==> src/rtl/uart_bus_master_if.sv <==
// rtl/uart_bus_master_if.sv - peripheral bus between the UART bridge and its targets
interface uart_bus_master_if;
  logic [7:0]  address;
  logic [31:0] write_data;
  logic [31:0] read_data;
  logic        we;
  logic        re;

  modport master (
    output address,
    output write_data,
    output we,
    output re,
    input  read_data
  );

  modport slave (
    input  address,
    input  write_data,
    input  we,
    input  re,
    output read_data
  );
endinterface

==> src/rtl/uart_bus_master.sv <==
// rtl/uart_bus_master.sv - 8N1 UART command bridge issuing single-cycle bus reads and writes
module uart_bus_master #(
  parameter int BAUD_DIV       = 434,
  parameter int TIMEOUT_CYCLES = 5000000
) (
  input  logic              clk,
  input  logic              rst,
  input  logic              uart_rx,
  output logic              uart_tx,
  uart_bus_master_if.master bus,
  output logic              busy,
  output logic              err_pulse
);

  localparam int CW = $clog2(BAUD_DIV + 1);
  localparam int TW = (TIMEOUT_CYCLES > 1) ? $clog2(TIMEOUT_CYCLES + 1) : 1;
  localparam logic [CW-1:0] FULL_M1 = CW'(BAUD_DIV - 1);
  localparam logic [CW-1:0] HALF_M1 = CW'(BAUD_DIV / 2 - 1);
  localparam logic [7:0] CMD_W = 8'h57;
  localparam logic [7:0] CMD_R = 8'h52;
  localparam logic [7:0] ACK   = 8'h06;
  localparam logic [7:0] NAK   = 8'h15;

  // ---------------- receiver ----------------
  typedef enum logic [1:0] {RX_IDLE, RX_START, RX_DATA, RX_STOP} rx_state_t;
  rx_state_t rx_state, rx_state_nxt;
  logic          rx_s1, rx_s2, rx_prev;
  logic [CW-1:0] rx_cnt;
  logic [2:0]    rx_bit;
  logic [7:0]    rx_shift;
  logic          rx_valid, rx_ferr;
  logic          rx_half, rx_full;

  assign rx_half = (rx_cnt == HALF_M1);
  assign rx_full = (rx_cnt == FULL_M1);

  // Two-flop synchroniser plus one delayed copy for falling-edge detection
  always_ff @(posedge clk or posedge rst) begin
    if (rst) begin
      rx_s1   <= 1'b1;
      rx_s2   <= 1'b1;
      rx_prev <= 1'b1;
    end else begin
      rx_s1   <= uart_rx;
      rx_s2   <= rx_s1;
      rx_prev <= rx_s2;
    end
  end

  // RX next state: confirm start at half bit, then 8 data bits and a stop bit
  always_comb begin
    rx_state_nxt = rx_state;
    case (rx_state)
      RX_IDLE:  if (rx_prev && !rx_s2) rx_state_nxt = RX_START;
      RX_START: if (rx_half) rx_state_nxt = rx_s2 ? RX_IDLE : RX_DATA;
      RX_DATA:  if (rx_full && rx_bit == 3'd7) rx_state_nxt = RX_STOP;
      RX_STOP:  if (rx_full) rx_state_nxt = RX_IDLE;
      default:  rx_state_nxt = RX_IDLE;
    endcase
  end

  // RX datapath: bit timer, LSB-first shift register, byte/framing strobes
  always_ff @(posedge clk or posedge rst) begin
    if (rst) begin
      rx_state <= RX_IDLE;
      rx_cnt   <= '0;
      rx_bit   <= 3'd0;
      rx_shift <= 8'h00;
      rx_valid <= 1'b0;
      rx_ferr  <= 1'b0;
    end else begin
      rx_state <= rx_state_nxt;
      rx_valid <= 1'b0;
      rx_ferr  <= 1'b0;
      if (rx_state == RX_IDLE || rx_state_nxt != rx_state || rx_full)
        rx_cnt <= '0;
      else
        rx_cnt <= rx_cnt + 1'b1;
      case (rx_state)
        RX_START: rx_bit <= 3'd0;
        RX_DATA: if (rx_full) begin
          rx_shift <= {rx_s2, rx_shift[7:1]};
          rx_bit   <= rx_bit + 3'd1;
        end
        RX_STOP: if (rx_full) begin
          rx_valid <= rx_s2;
          rx_ferr  <= !rx_s2;
        end
        default: ;
      endcase
    end
  end

  // ---------------- transmitter ----------------
  typedef enum logic [1:0] {TX_IDLE, TX_START, TX_DATA, TX_STOP} tx_state_t;
  tx_state_t tx_state, tx_state_nxt;
  logic [CW-1:0] tx_cnt;
  logic [2:0]    tx_bit;
  logic [7:0]    tx_shift;
  logic          tx_line;
  logic [31:0]   resp_buf;
  logic [2:0]    resp_cnt;
  logic          tx_full, tx_pending, tx_load, tx_idle;
  logic          buf_load;
  logic [31:0]   buf_data;
  logic [2:0]    buf_count;

  assign tx_full    = (tx_cnt == FULL_M1);
  assign tx_pending = (resp_cnt != 3'd0);
  assign tx_idle    = (tx_state == TX_IDLE) && !tx_pending;
  assign tx_load    = (tx_state_nxt == TX_START) && (tx_state != TX_START);
  assign uart_tx    = tx_line;

  // TX next state: buffered bytes go out back to back, stop bit straight into next start
  always_comb begin
    tx_state_nxt = tx_state;
    case (tx_state)
      TX_IDLE:  if (tx_pending) tx_state_nxt = TX_START;
      TX_START: if (tx_full) tx_state_nxt = TX_DATA;
      TX_DATA:  if (tx_full && tx_bit == 3'd7) tx_state_nxt = TX_STOP;
      TX_STOP:  if (tx_full) tx_state_nxt = tx_pending ? TX_START : TX_IDLE;
      default:  tx_state_nxt = TX_IDLE;
    endcase
  end

  // TX datapath: response buffer, bit timer and registered serial line
  always_ff @(posedge clk or posedge rst) begin
    if (rst) begin
      tx_state <= TX_IDLE;
      tx_cnt   <= '0;
      tx_bit   <= 3'd0;
      tx_shift <= 8'h00;
      tx_line  <= 1'b1;
      resp_buf <= 32'h0;
      resp_cnt <= 3'd0;
    end else begin
      tx_state <= tx_state_nxt;
      if (tx_state == TX_IDLE || tx_full)
        tx_cnt <= '0;
      else
        tx_cnt <= tx_cnt + 1'b1;
      if (buf_load) begin
        resp_buf <= buf_data;
        resp_cnt <= buf_count;
      end else if (tx_load) begin
        tx_shift <= resp_buf[7:0];
        resp_buf <= {8'h00, resp_buf[31:8]};
        resp_cnt <= resp_cnt - 3'd1;
        tx_line  <= 1'b0;
      end
      case (tx_state)
        TX_START: if (tx_full) begin
          tx_bit  <= 3'd0;
          tx_line <= tx_shift[0];
        end
        TX_DATA: if (tx_full) begin
          if (tx_bit == 3'd7) begin
            tx_line <= 1'b1;
          end else begin
            tx_bit   <= tx_bit + 3'd1;
            tx_shift <= {1'b0, tx_shift[7:1]};
            tx_line  <= tx_shift[1];
          end
        end
        default: ;
      endcase
    end
  end

  // ---------------- command parser ----------------
  typedef enum logic [2:0] {P_CMD, P_ADDR, P_DATA, P_BUS, P_RESP} p_state_t;
  p_state_t p_state, p_state_nxt;
  logic          is_read;
  logic [1:0]    idx;
  logic [7:0]    address_q;
  logic [31:0]   write_data_q;
  logic [TW-1:0] tmo_cnt;
  logic          tmo_hit, tmo_run;
  logic          err_nxt, bus_we, bus_re;

  assign tmo_run = (p_state == P_ADDR) || (p_state == P_DATA);
  assign tmo_hit = (TIMEOUT_CYCLES != 0) && (tmo_cnt == TW'(TIMEOUT_CYCLES));

  // Parser next state, bus strobes and response loading
  always_comb begin
    p_state_nxt = p_state;
    err_nxt     = 1'b0;
    bus_we      = 1'b0;
    bus_re      = 1'b0;
    buf_load    = 1'b0;
    buf_data    = 32'h0;
    buf_count   = 3'd0;
    case (p_state)
      P_CMD: begin
        if (rx_valid) begin
          if (rx_shift == CMD_W || rx_shift == CMD_R) begin
            p_state_nxt = P_ADDR;
          end else begin
            buf_load    = 1'b1;
            buf_data    = {24'h0, NAK};
            buf_count   = 3'd1;
            err_nxt     = 1'b1;
            p_state_nxt = P_RESP;
          end
        end else if (rx_ferr) begin
          err_nxt = 1'b1;
        end
      end
      P_ADDR, P_DATA: begin
        if (rx_valid) begin
          if (p_state == P_ADDR)
            p_state_nxt = is_read ? P_BUS : P_DATA;
          else if (idx == 2'd3)
            p_state_nxt = P_BUS;
        end else if (rx_ferr || tmo_hit) begin
          err_nxt     = 1'b1;
          p_state_nxt = P_CMD;
        end
      end
      P_BUS: begin
        bus_we      = !is_read;
        bus_re      = is_read;
        buf_load    = 1'b1;
        buf_data    = is_read ? bus.read_data : {24'h0, ACK};
        buf_count   = is_read ? 3'd4 : 3'd1;
        err_nxt     = rx_valid || rx_ferr;
        p_state_nxt = P_RESP;
      end
      P_RESP: begin
        err_nxt = rx_valid || rx_ferr;
        if (tx_idle) p_state_nxt = P_CMD;
      end
      default: p_state_nxt = P_CMD;
    endcase
  end

  // Parser registers: command kind, address, write data and inter-byte timeout
  always_ff @(posedge clk or posedge rst) begin
    if (rst) begin
      p_state      <= P_CMD;
      err_pulse    <= 1'b0;
      is_read      <= 1'b0;
      idx          <= 2'd0;
      address_q    <= 8'h00;
      write_data_q <= 32'h0;
      tmo_cnt      <= '0;
    end else begin
      p_state   <= p_state_nxt;
      err_pulse <= err_nxt;
      if (rx_valid || !tmo_run)
        tmo_cnt <= '0;
      else if (!tmo_hit)
        tmo_cnt <= tmo_cnt + 1'b1;
      if (rx_valid) begin
        case (p_state)
          P_CMD:  is_read <= (rx_shift == CMD_R);
          P_ADDR: begin
            address_q <= rx_shift;
            idx       <= 2'd0;
          end
          P_DATA: begin
            write_data_q[{idx, 3'b000} +: 8] <= rx_shift;
            idx <= idx + 2'd1;
          end
          default: ;
        endcase
      end
    end
  end

  assign bus.address    = address_q;
  assign bus.write_data = write_data_q;
  assign bus.we         = bus_we;
  assign bus.re         = bus_re;
  assign busy           = (p_state != P_CMD) || !tx_idle;

endmodule

==> src/flat_wrapper.sv <==
// flat-port wrapper written by rule: the top's interface ports become plain ports
module uart_bus_master_flat 
#(
  parameter int BAUD_DIV       = 434,
  parameter int TIMEOUT_CYCLES = 5000000
)
  (clk, rst, uart_rx, uart_tx, busy, err_pulse, bus_address, bus_write_data, bus_we, bus_re, bus_read_data);
  uart_bus_master_if bus_i ();
  input  logic clk;
  input  logic rst;
  input  logic uart_rx;
  output logic uart_tx;
  output logic busy;
  output logic err_pulse;
  output wire logic [$bits(bus_i.address)-1:0] bus_address;
  output wire logic [$bits(bus_i.write_data)-1:0] bus_write_data;
  output wire logic [$bits(bus_i.we)-1:0] bus_we;
  output wire logic [$bits(bus_i.re)-1:0] bus_re;
  input wire logic [$bits(bus_i.read_data)-1:0] bus_read_data;
  assign bus_address = bus_i.address;
  assign bus_write_data = bus_i.write_data;
  assign bus_we = bus_i.we;
  assign bus_re = bus_i.re;
  assign bus_i.read_data = bus_read_data;
  uart_bus_master #(.BAUD_DIV(BAUD_DIV), .TIMEOUT_CYCLES(TIMEOUT_CYCLES)) u_core (.clk(clk), .rst(rst), .uart_rx(uart_rx), .uart_tx(uart_tx), .bus(bus_i), .busy(busy), .err_pulse(err_pulse));
endmodule
==> config.mk <==
export PLATFORM = sky130hd
export DESIGN_NAME = uart_bus_master_flat
export DESIGN_NICKNAME = d
export VERILOG_FILES = /design/src/rtl/uart_bus_master_if.sv /design/src/rtl/uart_bus_master.sv /design/src/flat_wrapper.sv
export SDC_FILE = /design/constraint.sdc
export NUM_CORES = 1
export LEC_CHECK = 0
export ABC_AREA = 1
export ABC_CLOCK_PERIOD_IN_PS = 11900
export BUFFER_PORTS_ARGS = -buffer_cell sky130_fd_sc_hd__buf_2
export CAP_MARGIN = 40
export CORE_ASPECT_RATIO = 0.7
export CORE_MARGIN = 4
export CORE_UTILIZATION = 38
export CTS_BUF_LIST = sky130_fd_sc_hd__clkbuf_8 sky130_fd_sc_hd__clkbuf_16
export DETAILED_ROUTE_END_ITERATION = 8
export GPL_TIMING_DRIVEN = 0
export HOLD_SLACK_MARGIN = 0.12
export PLACE_DENSITY_LB_ADDON = 0.12
export SYNTH_ARGS = -nofsm -noshare
export SYNTH_HDL_FRONTEND = slang
export SYNTH_SLANG_ARGS = --single-unit
==> constraint.sdc <==
create_clock -name clk -period 11.9 [get_ports clk]
set_input_delay 0.595 -clock clk [delete_from_list [all_inputs] [get_ports clk]]
set_output_delay 0.595 -clock clk [all_outputs]
set_load 0.03 [all_outputs]
==> run metrics, run 1 <==
status finished clean; initial antenna violation count 0; CP endpoint kind primary output; GPL Wtd Cong 0.8407; initial core utilization 38.82%; synth top area cells dfrtp_1 49%, nand2_1 11%, o21ai_0 6.3%; CORE AREA 19910 sq um; CTS buffer count 17; crit path to bus_re; Synth Net Count 1011; layout cells sized above 1 13.98%; worst reg2reg setup slack 9.48 ns; Final Hold Viols 0; Final Cycle Share 24.75%; Final Power 1.146 mW; Post-Synthesis Cells 954; Primary FF master, synth dfrtp_1; Synth Register Bits 155; Pins Over Slew Limit 0; Setup Crit Path Kind flop to primary output; Distinct cells, synth 43; Relative slew margins 42.35%; R2R cell count 7; Residual DRC 0; RR Startpoint u_core.idx[0]; fin nets 1110; number of port buffers 79; P_leak 4.450 nW; Psw 289.0 uW; most numerous cell in the Yosys netlist nand2_1; die width 178.4 um; initial DRC count 454; CP Cell Sequence nor2_1, nand2_1, nor2_1, clkbuf_1, buf_2; switching share of power 25.22%; vias per std cell 4.823; WP buf/inv 2; largest net degree at the start of global routing 117; Die H 127.3 um; dpl ws 9.351 ns; Layout fillers 2080; vias in the first global route 6174; Area Growth Syn to Fin 17.39%; RSZ-0062 raised after global routing no; number of synthesized flops with an enable pin 0; worst hold slack 0.1309 ns; Longest Clk Path Bufs 2; Synth top area share 48.90%; dpl cell area 8496 sq um; WL per Instance 13.66 um; Mapped Avg Cell Area 8.100 sq um; CP max-delay cell clkbuf_1; # IOs 80; global-route wire length before repair 31190 um; worst setup margin 8.955 ns; Routed Antenna Nets 0; Int Pwr 857.1 uW; Worst Path Required 11.31 ns; DR vias 6443; most frequent CP cell nor2_1; clock latency on the worst-skew pair 0.43 ns; Routed WL 18250 um; Clk pwr share 46.9%; root buffer cell clkbuf_16; ys async rst share 100.0%; ant diodes 0; GRT Residual Overflow 0; TNS Setup 0 ns; worst hold-check path type input pin to asynchronous set/reset pin; CTS Sinks 155; crit path launch u_core.p_state[2]; Post-CTS Hold Fix Bufs 0; RR Endpoint u_core.bus.write_data[1]; Worst-path clk slew 0.07 ns; Seq pwr share 48.2%; PwrDens 126.3 nW/um^2; minimum clock period 2.945 ns; Critical Path Source Type flop; logic gate share of total power 4.9%; fmax 0.3396 GHz; drt first pass iters 6; full die area 22720 sq um; commonest cells in the netlist 221 x nand2_1, 151 x dfrtp_1, 119 x inv_1, 98 x o21ai_0, 83 x nor2_1; CP top delay family buffers and inverters; area leader, netlist dfrtp_1; CTS HTree Levels 4; Slew @ Worst Pin 0.8582 ns; Post-CTS Setup Bufs 0; Max Cap Viol 0; maximum vdd drop 0.00009140 V; Worst path depth 5; register area 3884 sq um; Final Instance Area 9071 sq um; endpoints failing setup 0; TritonCTS clock tree done; HPWL Detailed 13170 um; FP Rows 43; area of the multi-input gates 3224 sq um; Fin Clk Skew 0.01147 ns; WP data arrival 2.35 ns; Total Routing Usage GR 17.02%; post-synthesis sequential area ratio 50.26%; CP Max Fanout 10; Slowest Stage Delay on Critical Path 0.49 ns; Yosys warning total 0; CTS resizes 0; Synth Cell Area 7727 sq um
[worst reg2reg max path, cell delays in order, from the launching register on]
cell	delay (ns)
dfrtp_1	0.47
clkinv_1	0.25
ha_1	0.18
buf_2	0.18
clkinv_1	0.27
nor3_1	0.74
nand3_1	0.18
nand2_1	0.09
[per-layer routing]
metal  vias up  part of all wire, %  global-route usage [%]
met2        94                   41                   23.36
met1      3020                   54                   27.10
met5         -                    0                       0
li1       3318                    -                       -
met4         0                 0.93                   4.060
met3        11                  4.2                   3.697
[worst min path at each step]
stage,from,endpoint,slack [ns],cells past startpoint
after CTS,rst,u_core.err_pulse,0.13,2
after floorplan,u_core.rx_s1,u_core.rx_s2,0.35,0
after global routing,rst,u_core.err_pulse,0.14,2
after detailed placement,u_core.rx_s1,u_core.rx_s2,0.35,0
final,rst,u_core.err_pulse,0.13,2
after global placement,u_core.rx_s1,u_core.rx_s2,0.35,0
[state kept, by name, summed over array words and instances (netlist names), 2 cells and up]
register / cells
u_core.rx_state: 2
u_core.rx_bit: 3
u_core.tmo_cnt: 23
u_core.rx_cnt: 9
u_core.bus.address: 8
u_core.tx_bit: 3
u_core.p_state: 3
u_core.tx_cnt: 9
u_core.bus.write_data: 32
u_core.resp_buf: 32
u_core.tx_shift: 8
u_core.rx_shift: 8
u_core.tx_state: 2
u_core.idx: 2
u_core.resp_cnt: 3
[power groups by stage]
stage | combinational (mW) | clock, mW | sequential [mW]
3_3_place_gp | 0.0551 | 0 | 0.562
3_5_place_dp | 0.0573 | 0 | 0.562
4_1_cts | 0.0576 | 0.552 | 0.552
5_1_grt | 0.0674 | 0.578 | 0.554
6_report | 0.0562 | 0.538 | 0.552
2_1_floorplan | 0.0407 | 0 | 0.559
[metrics by stage]
stage          cells  utilization [%]
2_1_floorplan    954                -
3_3_place_gp    1303            42.50
3_5_place_dp    1304            42.68
4_1_cts         1336            45.57
5_1_grt         1336            45.57
6_report        1336            45.57
[placed cells by master (no fill, tap or decap), types with 3 or more instances in the layout]
| cell | count |
|---|---|
| buf_6 | 5 |
| o21ai_0 | 98 |
| nor2_2 | 4 |
| or2_2 | 3 |
| clkinv_4 | 3 |
| clkinv_1 | 3 |
| buf_2 | 82 |
| nor2_1 | 83 |
| clkbuf_1 | 16 |
| nor3_1 | 30 |
| dfstp_2 | 4 |
| o21ai_1 | 25 |
| xor2_1 | 6 |
| inv_6 | 9 |
| nand3_1 | 63 |
| xnor2_1 | 4 |
| nor4_1 | 8 |
| nand4_1 | 24 |
| clkbuf_16 | 17 |
| nand2_2 | 3 |
| nor3b_1 | 7 |
| inv_1 | 118 |
| ha_1 | 22 |
| a21oi_1 | 26 |
| nand2_1 | 221 |
| dfrtp_1 | 151 |
[area by class of cell]
cell class	count	area share (%)
multi-input combinational	648	35.54
inverter	124	5.241
sequential	155	42.81
clock buffer	17	4.690
timing repair buffer	80	4.662
buffer	27	1.669
clock inverter	15	1.655
tap	270	3.724
[cells by family (layout without fill, tap and decap cells)]
| logic type | Yosys count | after routing | synth area share [%] |
|---|---|---|---|
| buf+inv | 151 | 263 | 8.015 |
| fa+ha+maj | 22 | 22 | 3.562 |
| xor+xnor | 10 | 10 | 1.133 |
| flops | 155 | 155 | 50.26 |
| compound gates | 159 | 159 | 10.64 |
| simple gates | 456 | 456 | 26.25 |
| mux | 1 | 1 | 0.1457 |
Power figures use the tool's default switching activity.
==> run 2, diff against run 1 <==
- ABC_CLOCK_PERIOD_IN_PS: 11900 -> 3100
- clock period: 11.9 -> 3.1 ns (I/O delays scaled with it)
==> run 2 against run 1 <==
  * Sequential share of layout area is 1.8 points lower
  * Clock skew decreased by 0.0021 ns
  * Via count grew 1.5%
  * Clock power grew to 3.7 times the previous value
  * Sequential power grew to 3.8 times the previous value
  * Critical path depth stayed put
  * Worst setup slack got worse by 8.4 ns
  * Flip-flop and latch count unchanged
  * Wire length is 1.7% higher
  * Count of clock-buffer cells in the layout unchanged
  * Critical endpoint unchanged
  * Highest routed layer unchanged
==> run metrics, run 2 (synthesis results as in run 1) <==
WL per Instance 13.52 um; Residual DRC 0; global-route wire length before repair 31580 um; WHS Endpoint u_core.resp_buf[2]; Final Cycle Share 80.83%; Routed Antenna Nets 0; # IOs 80; hold depth 5; Die H 127.3 um; FP Rows 43; Slowest Stage Delay on Critical Path 0.52 ns; TritonCTS clock tree done; initial antenna violation count 0; CORE AREA 19910 sq um; CP endpoint kind primary output; worst hold slack 0.1701 ns; fin nets 1146; ant diodes 0; Hold Startpoint bus_read_data[2]; full die area 22720 sq um; initial core utilization 38.82%; clock latency on the worst-skew pair 0.42 ns; RR Endpoint u_core.bus.write_data[0]; PwrDens 464.0 nW/um^2; CP top delay family buffers and inverters; CP Cell Sequence nor2_1, nand2_1, nor2_1, clkbuf_1, buf_2; die width 178.4 um; Setup Crit Path Kind flop to primary output; Max Cap Viol 0; Worst Path Required 2.94 ns; Clk pwr share 45.8%; Int Pwr 3.312 mW; initial DRC count 394; RSZ-0062 raised after global routing no; Critical Path Source Type flop; fmax 0.3991 GHz; Seq pwr share 48.3%; R2R cell count 7; DR vias 6541; CTS resizes 0; WP data arrival 2.35 ns; Longest Clk Path Bufs 2; number of port buffers 79; root buffer cell clkbuf_16; Fin Clk Skew 0.009342 ns; Total Routing Usage GR 17.14%; CTS buffer count 17; vias per std cell 4.767; RR Startpoint u_core.idx[0]; GRT Residual Overflow 0; most common cell after layout, fill and taps aside nand2_1; commonest cells after routing, fill and taps aside 221 x nand2_1, 151 x dfrtp_1, 118 x inv_1; Routed WL 18560 um; CTS HTree Levels 4; Pins Over Slew Limit 0; Final Hold Viols 0; Relative slew margins 38.56%; worst hold-check path type input pin to flop; TNS Setup 0 ns; drt first pass iters 4; CTS Sinks 155; logic gate share of total power 5.9%; endpoints failing setup 0; highest routed layer met4; M1 WL 10100 um; Psw 1.076 mW; CP Max Fanout 10; minimum clock period 2.506 ns; switching share of power 24.53%; CP max-delay cell clkbuf_1; Slew @ Worst Pin 0.9145 ns; layout cells sized above 1 13.88%; largest net degree at the start of global routing 38; most frequent CP cell nor2_1; Worst-path clk slew 0.06 ns; vias in the first global route 6214; GPL Wtd Cong 0.8248; maximum vdd drop 0.0003499 V; worst reg2reg setup slack 0.66 ns; status finished clean; Area Growth Syn to Fin 22.39%; HPWL Detailed 13430 um; P_leak 4.599 nW; WP buf/inv 2; met2 wire len 7654 um; met3 WL post-DR 647 um
[run 2: final cells by class]
type	count	area, sq um
plain buffers	27	151.4
clock buffers	17	425.4
multi-input cells	648	3224
repair buffers	116	823.3
flip-flops and latches	155	3884
fillers	1970	10450
well taps	270	337.8
clock inverters	15	140.1
inverters	124	471.7
[run 2: worst min-delay path: cells and delay by family]
kind | cells | cell delay (ns)
AO/OA/AOI/OAI | 2 | 0.18
buffers and inverters | 1 | 0.10
AND/OR/NAND/NOR | 2 | 0.10
[run 2: stage by stage]
stage	std cells	util [%]	area (sq um)	worst slack, ns	power [mW]
6_report	1372	47.51	9458	0.5942	4.388
5_1_grt	1372	47.51	9458	0.3892	4.596
4_1_cts	1372	47.51	9458	0.5778	4.446
3_5_place_dp	1308	43.06	8572	0.7152	2.389
3_3_place_gp	1303	42.52	8464	-0.1308	2.370
2_1_floorplan	954	-	7731	0.9894	2.302
[run 2: power groups by stage]
stage	clock network, mW	logic, mW	registers (mW)
2_1_floorplan	0	0.157	2.15
3_3_place_gp	0	0.212	2.16
3_5_place_dp	0	0.232	2.16
4_1_cts	2.06	0.263	2.12
5_1_grt	2.17	0.298	2.13
6_report	2.01	0.257	2.12
[run 2: per-layer routing]
metal / vias to the layer above / global-route usage [%]
met5: - / 0
li1: 3383 / -
met1: 3050 / 27.61
met2: 95 / 23.59
met3: 13 / 3.165
met4: 0 / 4.195
[run 2: what timing repair did]
action / CTS / global route
endpoints found under the hold margin: 82 / 0
buffers inserted: 0 / 0
hold buffers: 32 / 0
[run 2: worst max path at each step]
| stage | start | to | slack, ns | cells after the start |
|---|---|---|---|---|
| final | u_core.p_state[2] | bus_re | 0.59 | 5 |
| after global routing | u_core.idx[0] | u_core.bus.write_data[4] | 0.39 | 7 |
| after CTS | u_core.p_state[2] | bus_re | 0.58 | 5 |
| after detailed placement | u_core.idx[0] | u_core.bus.write_data[0] | 0.72 | 7 |
| after global placement | rst | u_core.resp_buf[27] | -0.13 | 2 |
| after floorplan | rst | u_core.bus.address[0] | 0.99 | 1 |
